$ cat src/rtl/mem_arbiter_6502_if.sv
// Bus bundle between two requesters (A: cache, B: DMA/video), the arbiter and memory.
// The arbiter sits on the slave modport; the requester/memory side drives through master.
interface mem_arbiter_6502_if #(
  parameter int ADDR_WIDTH = 24
);
  logic [ADDR_WIDTH-1:0] a_addr;
  logic                  a_en;
  logic                  a_wr;
  logic                  a_rburst;
  logic [7:0]            a_wdata;
  logic                  a_rdy;
  logic                  a_rdata_load;
  logic                  a_gnt;

  logic [ADDR_WIDTH-1:0] b_addr;
  logic                  b_en;
  logic                  b_wr;
  logic                  b_rburst;
  logic [7:0]            b_wdata;
  logic                  b_rdy;
  logic                  b_rdata_load;
  logic                  b_gnt;

  logic [7:0]            rdata0;

  logic [ADDR_WIDTH-1:0] mem_addr;
  logic                  mem_en;
  logic                  mem_wr;
  logic                  mem_rburst;
  logic [7:0]            mem_wdata;
  logic                  mem_rdy;
  logic                  mem_rdata_load;
  logic [7:0]            mem_rdata0;

  modport slave (
    input  a_addr, a_en, a_wr, a_rburst, a_wdata,
    output a_rdy, a_rdata_load, a_gnt,
    input  b_addr, b_en, b_wr, b_rburst, b_wdata,
    output b_rdy, b_rdata_load, b_gnt,
    output rdata0,
    output mem_addr, mem_en, mem_wr, mem_rburst, mem_wdata,
    input  mem_rdy, mem_rdata_load, mem_rdata0
  );

  modport master (
    output a_addr, a_en, a_wr, a_rburst, a_wdata,
    input  a_rdy, a_rdata_load, a_gnt,
    output b_addr, b_en, b_wr, b_rburst, b_wdata,
    input  b_rdy, b_rdata_load, b_gnt,
    input  rdata0,
    input  mem_addr, mem_en, mem_wr, mem_rburst, mem_wdata,
    output mem_rdy, mem_rdata_load, mem_rdata0
  );
endinterface

$ cat src/rtl/mem_arbiter_6502.sv
// Two-port memory arbiter: grants one requester at a time, holds the grant until the
// final mem_rdata_load beat of its single or burst transaction, then returns to IDLE.
module mem_arbiter_6502 #(
  parameter int ADDR_WIDTH = 24,
  parameter int BURST_LEN  = 16,
  parameter int PRIO_A     = 1
) (
  input  logic                clk,
  input  logic                rst_n,
  mem_arbiter_6502_if.slave   bus
);

  typedef enum logic [1:0] {IDLE = 2'd0, GNT_A = 2'd1, GNT_B = 2'd2} state_t;

  localparam logic [3:0] LAST_BURST_BEAT = 4'(BURST_LEN - 1);

  state_t                r_state;
  state_t                w_next;
  logic [3:0]            r_beat;
  logic                  r_last_b;
  logic                  r_burst;

  logic                  w_granted;
  logic                  w_last_beat;
  logic                  w_pick_a;

  logic [ADDR_WIDTH-1:0] w_addr;
  logic                  w_en;
  logic                  w_wr;
  logic                  w_rburst;
  logic [7:0]            w_wdata;
  logic                  w_a_gnt;
  logic                  w_a_rdy;
  logic                  w_a_load;
  logic                  w_b_gnt;
  logic                  w_b_rdy;
  logic                  w_b_load;

  // Stage boundary: arbitration / next-state decode
  always_comb begin
    w_granted   = (r_state != IDLE);
    w_last_beat = w_granted && bus.mem_rdata_load &&
                  (r_beat == (r_burst ? LAST_BURST_BEAT : 4'd0));
    // On a tie, fixed priority gives A; otherwise A wins only if B was served last.
    w_pick_a    = bus.a_en && (!bus.b_en || (PRIO_A != 0) || r_last_b);
    w_next      = r_state;
    case (r_state)
      IDLE:         if (bus.a_en || bus.b_en) w_next = w_pick_a ? GNT_A : GNT_B;
      GNT_A, GNT_B: if (w_last_beat) w_next = IDLE;
      default:      w_next = IDLE;
    endcase
  end

  // Stage boundary: state, beat counter and fairness history
  always_ff @(posedge clk or negedge rst_n) begin
    if (!rst_n) begin
      r_state  <= IDLE;
      r_beat   <= 4'd0;
      r_last_b <= 1'b1;
      r_burst  <= 1'b0;
    end else begin
      r_state <= w_next;
      if (r_state == IDLE) begin
        if (w_next == GNT_A) begin
          r_beat  <= 4'd0;
          r_burst <= bus.a_rburst & ~bus.a_wr;
        end else if (w_next == GNT_B) begin
          r_beat  <= 4'd0;
          r_burst <= bus.b_rburst & ~bus.b_wr;
        end
      end else if (bus.mem_rdata_load) begin
        r_beat <= r_beat + 4'd1;
      end
      if (w_last_beat) r_last_b <= (r_state == GNT_B);
    end
  end

  // Stage boundary: combinational routing of the owning port onto the memory bus
  always_comb begin
    w_addr   = '0;
    w_en     = 1'b0;
    w_wr     = 1'b0;
    w_rburst = 1'b0;
    w_wdata  = 8'h00;
    w_a_gnt  = 1'b0;
    w_a_rdy  = 1'b0;
    w_a_load = 1'b0;
    w_b_gnt  = 1'b0;
    w_b_rdy  = 1'b0;
    w_b_load = 1'b0;
    case (r_state)
      GNT_A: begin
        w_addr   = bus.a_addr;
        w_en     = bus.a_en;
        w_wr     = bus.a_wr;
        w_rburst = bus.a_rburst;
        w_wdata  = bus.a_wdata;
        w_a_gnt  = 1'b1;
        w_a_rdy  = bus.mem_rdy;
        w_a_load = bus.mem_rdata_load;
      end
      GNT_B: begin
        w_addr   = bus.b_addr;
        w_en     = bus.b_en;
        w_wr     = bus.b_wr;
        w_rburst = bus.b_rburst;
        w_wdata  = bus.b_wdata;
        w_b_gnt  = 1'b1;
        w_b_rdy  = bus.mem_rdy;
        w_b_load = bus.mem_rdata_load;
      end
      default: ;
    endcase
  end

  assign bus.mem_addr     = w_addr;
  assign bus.mem_en       = w_en;
  assign bus.mem_wr       = w_wr;
  assign bus.mem_rburst   = w_rburst;
  assign bus.mem_wdata    = w_wdata;
  assign bus.a_gnt        = w_a_gnt;
  assign bus.a_rdy        = w_a_rdy;
  assign bus.a_rdata_load = w_a_load;
  assign bus.b_gnt        = w_b_gnt;
  assign bus.b_rdy        = w_b_rdy;
  assign bus.b_rdata_load = w_b_load;
  assign bus.rdata0       = bus.mem_rdata0;

endmodule

$ cat src/flat_wrapper.sv
// flat-port wrapper written by rule: the top's interface ports become plain ports
module mem_arbiter_6502_flat 
#(
  parameter int ADDR_WIDTH = 24,
  parameter int BURST_LEN  = 16,
  parameter int PRIO_A     = 1
)
  (clk, rst_n, bus_a_addr, bus_a_en, bus_a_wr, bus_a_rburst, bus_a_wdata, bus_a_rdy, bus_a_rdata_load, bus_a_gnt, bus_b_addr, bus_b_en, bus_b_wr, bus_b_rburst, bus_b_wdata, bus_b_rdy, bus_b_rdata_load, bus_b_gnt, bus_rdata0, bus_mem_addr, bus_mem_en, bus_mem_wr, bus_mem_rburst, bus_mem_wdata, bus_mem_rdy, bus_mem_rdata_load, bus_mem_rdata0);
  mem_arbiter_6502_if #(.ADDR_WIDTH(ADDR_WIDTH)) bus_i ();
  input  logic clk;
  input  logic rst_n;
  input wire logic [$bits(bus_i.a_addr)-1:0] bus_a_addr;
  input wire logic [$bits(bus_i.a_en)-1:0] bus_a_en;
  input wire logic [$bits(bus_i.a_wr)-1:0] bus_a_wr;
  input wire logic [$bits(bus_i.a_rburst)-1:0] bus_a_rburst;
  input wire logic [$bits(bus_i.a_wdata)-1:0] bus_a_wdata;
  output wire logic [$bits(bus_i.a_rdy)-1:0] bus_a_rdy;
  output wire logic [$bits(bus_i.a_rdata_load)-1:0] bus_a_rdata_load;
  output wire logic [$bits(bus_i.a_gnt)-1:0] bus_a_gnt;
  input wire logic [$bits(bus_i.b_addr)-1:0] bus_b_addr;
  input wire logic [$bits(bus_i.b_en)-1:0] bus_b_en;
  input wire logic [$bits(bus_i.b_wr)-1:0] bus_b_wr;
  input wire logic [$bits(bus_i.b_rburst)-1:0] bus_b_rburst;
  input wire logic [$bits(bus_i.b_wdata)-1:0] bus_b_wdata;
  output wire logic [$bits(bus_i.b_rdy)-1:0] bus_b_rdy;
  output wire logic [$bits(bus_i.b_rdata_load)-1:0] bus_b_rdata_load;
  output wire logic [$bits(bus_i.b_gnt)-1:0] bus_b_gnt;
  output wire logic [$bits(bus_i.rdata0)-1:0] bus_rdata0;
  output wire logic [$bits(bus_i.mem_addr)-1:0] bus_mem_addr;
  output wire logic [$bits(bus_i.mem_en)-1:0] bus_mem_en;
  output wire logic [$bits(bus_i.mem_wr)-1:0] bus_mem_wr;
  output wire logic [$bits(bus_i.mem_rburst)-1:0] bus_mem_rburst;
  output wire logic [$bits(bus_i.mem_wdata)-1:0] bus_mem_wdata;
  input wire logic [$bits(bus_i.mem_rdy)-1:0] bus_mem_rdy;
  input wire logic [$bits(bus_i.mem_rdata_load)-1:0] bus_mem_rdata_load;
  input wire logic [$bits(bus_i.mem_rdata0)-1:0] bus_mem_rdata0;
  assign bus_i.a_addr = bus_a_addr;
  assign bus_i.a_en = bus_a_en;
  assign bus_i.a_wr = bus_a_wr;
  assign bus_i.a_rburst = bus_a_rburst;
  assign bus_i.a_wdata = bus_a_wdata;
  assign bus_a_rdy = bus_i.a_rdy;
  assign bus_a_rdata_load = bus_i.a_rdata_load;
  assign bus_a_gnt = bus_i.a_gnt;
  assign bus_i.b_addr = bus_b_addr;
  assign bus_i.b_en = bus_b_en;
  assign bus_i.b_wr = bus_b_wr;
  assign bus_i.b_rburst = bus_b_rburst;
  assign bus_i.b_wdata = bus_b_wdata;
  assign bus_b_rdy = bus_i.b_rdy;
  assign bus_b_rdata_load = bus_i.b_rdata_load;
  assign bus_b_gnt = bus_i.b_gnt;
  assign bus_rdata0 = bus_i.rdata0;
  assign bus_mem_addr = bus_i.mem_addr;
  assign bus_mem_en = bus_i.mem_en;
  assign bus_mem_wr = bus_i.mem_wr;
  assign bus_mem_rburst = bus_i.mem_rburst;
  assign bus_mem_wdata = bus_i.mem_wdata;
  assign bus_i.mem_rdy = bus_mem_rdy;
  assign bus_i.mem_rdata_load = bus_mem_rdata_load;
  assign bus_i.mem_rdata0 = bus_mem_rdata0;
  mem_arbiter_6502 #(.ADDR_WIDTH(ADDR_WIDTH), .BURST_LEN(BURST_LEN), .PRIO_A(PRIO_A)) u_core (.clk(clk), .rst_n(rst_n), .bus(bus_i));
endmodule
$ cat config.mk
export PLATFORM = sky130hd
export DESIGN_NAME = mem_arbiter_6502_flat
export DESIGN_NICKNAME = d
export VERILOG_FILES = /design/src/rtl/mem_arbiter_6502_if.sv /design/src/rtl/mem_arbiter_6502.sv /design/src/flat_wrapper.sv
export SDC_FILE = /design/constraint.sdc
export NUM_CORES = 1
export LEC_CHECK = 0
export BUFFER_PORTS_ARGS = -buffer_cell sky130_fd_sc_hd__buf_4
export CAP_MARGIN = 40
export CELL_PAD_IN_SITES_DETAIL_PLACEMENT = 0
export CELL_PAD_IN_SITES_GLOBAL_PLACEMENT = 1
export CORE_MARGIN = 8
export CORE_UTILIZATION = 19
export DETAILED_ROUTE_END_ITERATION = 10
export MAX_ROUTING_LAYER = met4
export PLACE_DENSITY_LB_ADDON = 0.1
export SLEW_MARGIN = 15
export SYNTH_ARGS = -nofsm -noshare
export SYNTH_HDL_FRONTEND = slang
export SYNTH_SLANG_ARGS = --single-unit
$ cat constraint.sdc
create_clock -name clk -period 2.83 [get_ports clk]
set_input_delay 0 -clock clk [delete_from_list [all_inputs] [get_ports clk]]
set_output_delay 0 -clock clk [all_outputs]
set_load 0.02 [all_outputs]
==> impl_metrics.yaml, run 1 <==
worst_setup_path:
  cp_data_arrival_time_ns: 2.65
  cp-start-kind: "flip-flop"
  crit_type: "reg -> reg"
  path_max_fanout: 9
  required_ns: 2.93
  cp-end-kind: "flip-flop"
cells_and_area:
  area_growth_pct: 91.4
  drive_gt1_share_pct: 50.2
  nets: 332
  final_area_um2: 1920
  fin_util_pct: 37.5
  diodes: 0
synthesis:
  ys_ff_latch: 7
  synth_area_leaders: "a22oi_1 (26%), dfrtp_1 (18%), nor2_1 (13%)"
  synth_area_per_cell_um2: 7.15
  yosysTopAreaCellShare_pct: 26.3
  seq_area_frac_synth_pct: 17.5
  synth_cells: 140
  synth_top_cell_by_area: "a22oi_1"
  syn_nets: 228
  yosysWarnings: 0
  synth_cell_types: 32
  synth_area_um2: 1000
grt:
  grt_pass1_wl_um: 7220
  grt_util_all_layers_pct: 11.8
  antenna_found_initial: 0
  grt_max_degree: 39
  grt_pass1_vias: 1375
  overflow: 0
die:
  row_count: 26
  fp.dieArea_um2: 7850
  die_w_um: 88.6
  core_area_um2: 5110
  pin_count: 131
  start_util_pct: 19.6
  die_h_um: 88.6
cts:
  cts.reportedPaths.clkPinSlew_ns: 0.04
  clk_latency_ns: 0.22
  clockBufferDepth: 2
  cts_root_buffer: "clkbuf_8"
  cts_buffers: 3
  cts-resized-gates: 0
  clock-sinks: 7
  cts_tree: "yes"
  post_cts_buffers: 0
  h-tree-depth: 1
worst_hold_path:
  holdCritPathClass: "in -> out"
run_status:
  status: "complete, no violations"
sta:
  fin_setup_tns_ns: 0
  worst_pin_slew_ns: 0.400
  fin_worst_skew_ns: 0.00131
  timing_hold_violations_final: 0
  fin_crit_ns: 2.55
  setup_slack_ns: 0.277
  fmax_ghz: 0.392
  setup_violations: 0
  rsz0062_at_grt: "false"
  max-slew-margin-rel_pct: 73.3
  period_share_pct: 90.2
  final-max-slew-violation-count: 0
place:
  place.gp.congestion: 0.723
  dpl_cell_area_um2: 1860
  pre_cts_slack_ns: 0.286
  hpwl_um: 4060
  portBuffers: 114
route:
  wire_per_inst_um: 16.2
  drtAntennaViolNets: 0
  first_pass_iters: 4
  wl_um: 5080
  post-route-drc-count: 0
  avgViaCountPerCell: 4.58
  drtIter0Drc: 80
  vias: 1433
power_and_ir_drop:
  ir_drop_mv: 0.404
  p_leak_uw: 0.000979
  power_uw: 1740
  power_density_nw_per_um2: 907
flow_run:
  cap_viol_max_count: 0
[what timing repair did]
item,4_1_cts,5_1_grt
hold buffers,1,0
hold endpoints to repair,7,0
endpoints found under the setup margin,0,0
[sequential cells by signal, summed over array words and instances, names as in the netlist]
register and flops:
u_core.r_burst 1, u_core.r_state 2, u_core.r_beat 4
[cell usage in the layout, fill, tap and decap left out, types with 2 or more instances in the layout]
cell type  synthesis  final
a22oi_1           35     35
nor2_1            35     35
buf_4              8    117
clkbuf_8           0      3
mux2i_1            2      2
nand2_1            2      2
a21oi_1            2      2
and2_1             4      4
o21ai_0            3      3
ha_1               6      6
inv_1              5      5
dfrtp_1            7      7
nand3_1            3      3
[synthesized netlist by cell type]
cell / count
a211o_1: 1
a21oi_1: 2
a22oi_1: 35
a311o_1: 1
a311oi_1: 1
and2_1: 4
and3_1: 1
and4_1: 1
buf_1: 3
buf_2: 4
buf_4: 8
clkbuf_1: 4
clkinv_1: 1
dfrtp_1: 7
ha_1: 6
inv_1: 5
mux2i_1: 2
nand2_1: 2
nand2b_1: 1
nand3_1: 3
nand4_1: 1
nor2_1: 35
nor2b_2: 1
nor3b_1: 1
nor4_1: 1
o21ai_0: 3
o31a_1: 1
o31ai_1: 1
o32ai_2: 1
or2b_1: 1
xnor2_1: 1
xor2_1: 1
[kinds of logic (layout without fill, tap and decap cells)]
group / Yosys count / in the layout / synth area share [%]
AO/OA/AOI/OAI: 46 / 46 / 34.8
XOR/XNOR: 2 / 2 / 1.75
adder cells (fa/ha/maj): 6 / 6 / 7.50
buffers and inverters: 25 / 128 / 12.9
flip-flops: 7 / 7 / 17.5
multiplexers: 2 / 2 / 2.00
AND/OR/NAND/NOR: 52 / 52 / 23.6
[path summary, 6_finish.rpt]
| kind | start | to | slack (ns) | cells past startpoint |
|---|---|---|---|---|
| min in group asynchronous | rst_n | u_core.r_beat[0] | 0.13 | 2 |
| max | u_core.r_state[1] | u_core.r_burst | 0.28 | 9 |
| min reg2reg | u_core.r_beat[3] | u_core.r_beat[3] | 0.49 | 1 |
| max in group asynchronous | rst_n | u_core.r_state[1] | 2.58 | 2 |
| min | bus_mem_rdata0[1] | bus_rdata0[1] | 0.00002 | 0 |
| max reg2reg | u_core.r_state[1] | u_core.r_burst | 0.28 | 9 |
[metrics by stage]
stage                     cells  hold WS [ns]
after floorplan             140        -0.296
after global placement      308        -0.181
after detailed placement    308        -0.182
after CTS                   313      0.000149
after global routing        313     0.0000568
final                       313     0.0000229
[cell type report]
class / instances / area, µm²
Sequential cell: 7 / 175
Inverter: 6 / 22.5
Clock buffer: 4 / 45.0
Timing Repair Buffer: 118 / 888
Fill cell: 560 / 3190
Multi-Input combinational cell: 108 / 697
Tap cell: 70 / 87.6
[where the power goes]
group / internal, µW / switching [µW]
registers: 140 / 41.0
logic: 572 / 847
clock network: 97.2 / 40.5
total: 809 / 929
[per-layer routing]
| metal | up-vias | track usage [%] | share of wire, % |
|---|---|---|---|
| met5 | - | - | 0 |
| met4 | 0 | 4.15 | 1.2 |
| met3 | 8 | 2.79 | 11 |
| met2 | 72 | 20.0 | 48 |
| met1 | 644 | 13.1 | 39 |
| li1 | 709 | - | - |
[worst max-delay path, stage by stage, from the launching register on]
cell and delay, ns:
dfrtp_1 0.38, inv_1 0.15, ha_1 0.35, nor2b_2 0.09, a311o_1 0.37, o31a_1 0.25
ha_1 0.32, nand2b_1 0.19, a311oi_1 0.27, a21oi_1 0.06
Power figures use the tool's default switching activity.
==> inputs of run 2 (changes only) <==
--- a/config.mk
+++ b/config.mk
@@ -12,6 +12,7 @@
 export CORE_MARGIN = 8
 export CORE_UTILIZATION = 19
 export DETAILED_ROUTE_END_ITERATION = 10
+export HOLD_SLACK_MARGIN = 0.15
 export MAX_ROUTING_LAYER = met4
 export PLACE_DENSITY_LB_ADDON = 0.1
 export SLEW_MARGIN = 15
==> impl_metrics.yaml, run 2 (same netlist as run 1, synthesis figures left out) <==
run_status:
  status: "complete, no violations"
cts:
  cts_hold_buf: 13
  h-tree-depth: 1
  cts_tree: "yes"
  clock-sinks: 7
  cts-resized-gates: 0
  clk_latency_ns: 0.22
  clockBufferDepth: 2
  cts.reportedPaths.clkPinSlew_ns: 0.04
  cts_buffers: 3
  post_cts_buffers: 0
  cts_root_buffer: "clkbuf_8"
grt:
  grt_pass1_vias: 1438
  grt_max_degree: 39
  grt_use_met1_pct: 13.4
  grt_pass1_wl_um: 7460
  gr-usage-met2_pct: 21.6
  antenna_found_initial: 0
  grt_util_met3_pct: 2.51
  grt_util_all_layers_pct: 12.2
  top_usage_layer: "met2"
  overflow: 0
sta:
  max-slew-margin-rel_pct: 73.4
  fmax_ghz: 0.391
  timing_hold_violations_final: 0
  rsz0062_at_grt: "false"
  final-max-slew-violation-count: 0
  setup_violations: 0
  period_share_pct: 90.3
  fin_crit_ns: 2.56
  fin_worst_skew_ns: 0.00144
  fin_setup_tns_ns: 0
  worst_pin_slew_ns: 0.399
worst_setup_path:
  worstReg2RegEnd: "u_core.r_burst"
  cp-end-kind: "flip-flop"
  cp-start-kind: "flip-flop"
  rrSetupSlack_ns: 0.27
  cp_data_arrival_time_ns: 2.66
  rr_worst_depth: 9
  path_max_fanout: 9
  crit_type: "reg -> reg"
  r2r-start: "u_core.r_state[1]"
  required_ns: 2.93
cells_and_area:
  top_register: "u_core.r_beat"
  nFillCells: 548
  largest_reg_flops: 4
  most-common-layout-cells: "buf_4 (117), a22oi_1 (35), nor2_1 (35), dlygate4sd3_1 (13), dfrtp_1 (7)"
  diodes: 0
  area_growth_pct: 103
  nets: 344
  final_common_cell: "buf_4"
  multi_input_area_um2: 697
  reg.largest.list: "u_core.r_beat x4, u_core.r_state x2, u_core.r_burst x1"
  final_area_um2: 2040
  seq_area_um2: 175
  drive_gt1_share_pct: 47.8
route:
  post-route-drc-count: 0
  first_pass_iters: 4
  avgViaCountPerCell: 4.54
  vias: 1476
  wire_per_inst_um: 16.2
  drtIter0Drc: 78
  wl_um: 5270
  drtAntennaViolNets: 0
worst_hold_path:
  holdPathStages: 4
  worstHoldStart: "bus_a_wr"
  holdCritPathClass: "in -> reg"
  min_delay_worst_endpoint: "u_core.r_burst"
place:
  portBuffers: 114
  place.gp.congestion: 0.723
  hpwl_um: 4060
  dpl_cell_area_um2: 1860
die:
  core_area_um2: 5110
  row_count: 26
  start_util_pct: 19.6
  pin_count: 131
  fp.dieArea_um2: 7850
  die_w_um: 88.6
  die_h_um: 88.6
power_and_ir_drop:
  ir_drop_mv: 0.399
  p_leak_uw: 0.00103
  power_density_nw_per_um2: 865
flow_run:
  cap_viol_max_count: 0
run 2: cell type report:
type | count | share of cell area, %
Clock buffer | 4 | 2.21
Multi-Input combinational cell | 108 | 34.2
Sequential cell | 7 | 8.60
Timing Repair Buffer | 130 | 49.5
Tap cell | 70 | 4.30
Inverter | 6 | 1.11
run 2: per-layer routing:
layer / wire, µm / vias to the layer above
met5: 0 / -
met4: 57 / 0
met3: 554 / 6
met2: 2660 / 69
met1: 1990 / 668
li1: - / 733
run 2: how the worst max path moves through the flow:
stage                      startpoint              to  cells after the start
floorplan           u_core.r_state[0]  u_core.r_burst                      9
global placement    u_core.r_state[1]  u_core.r_burst                      9
detailed placement  u_core.r_state[1]  u_core.r_burst                      9
CTS                 u_core.r_state[1]  u_core.r_burst                      9
global route        u_core.r_state[1]  u_core.r_burst                      9
finish              u_core.r_state[1]  u_core.r_burst                      9
run 2: power by group:
part / internal, µW / switching, µW
sequential: 140 / 41.2
clock: 97.1 / 39.3
combinational: 583 / 861
run 2: stage by stage:
step	std cells	hold WS [ns]	utilization, %	worst slack [ns]	power (µW)
after floorplan	140	-0.296	-	0.478	1090
after global placement	308	-0.181	36.4	0.303	1630
after detailed placement	308	-0.182	36.4	0.286	1620
after CTS	325	0.159	39.9	0.276	1780
after global routing	325	0.185	39.9	0.0984	1920
final	325	0.161	39.9	0.275	1760
run 2: worst max-delay path: stages (launching register included):
cell and delay [ns]:
dfrtp_1 0.38, inv_1 0.15, ha_1 0.35, nor2b_2 0.09
a311o_1 0.37, o31a_1 0.25, ha_1 0.32, nand2b_1 0.19
a311oi_1 0.27, a21oi_1 0.06
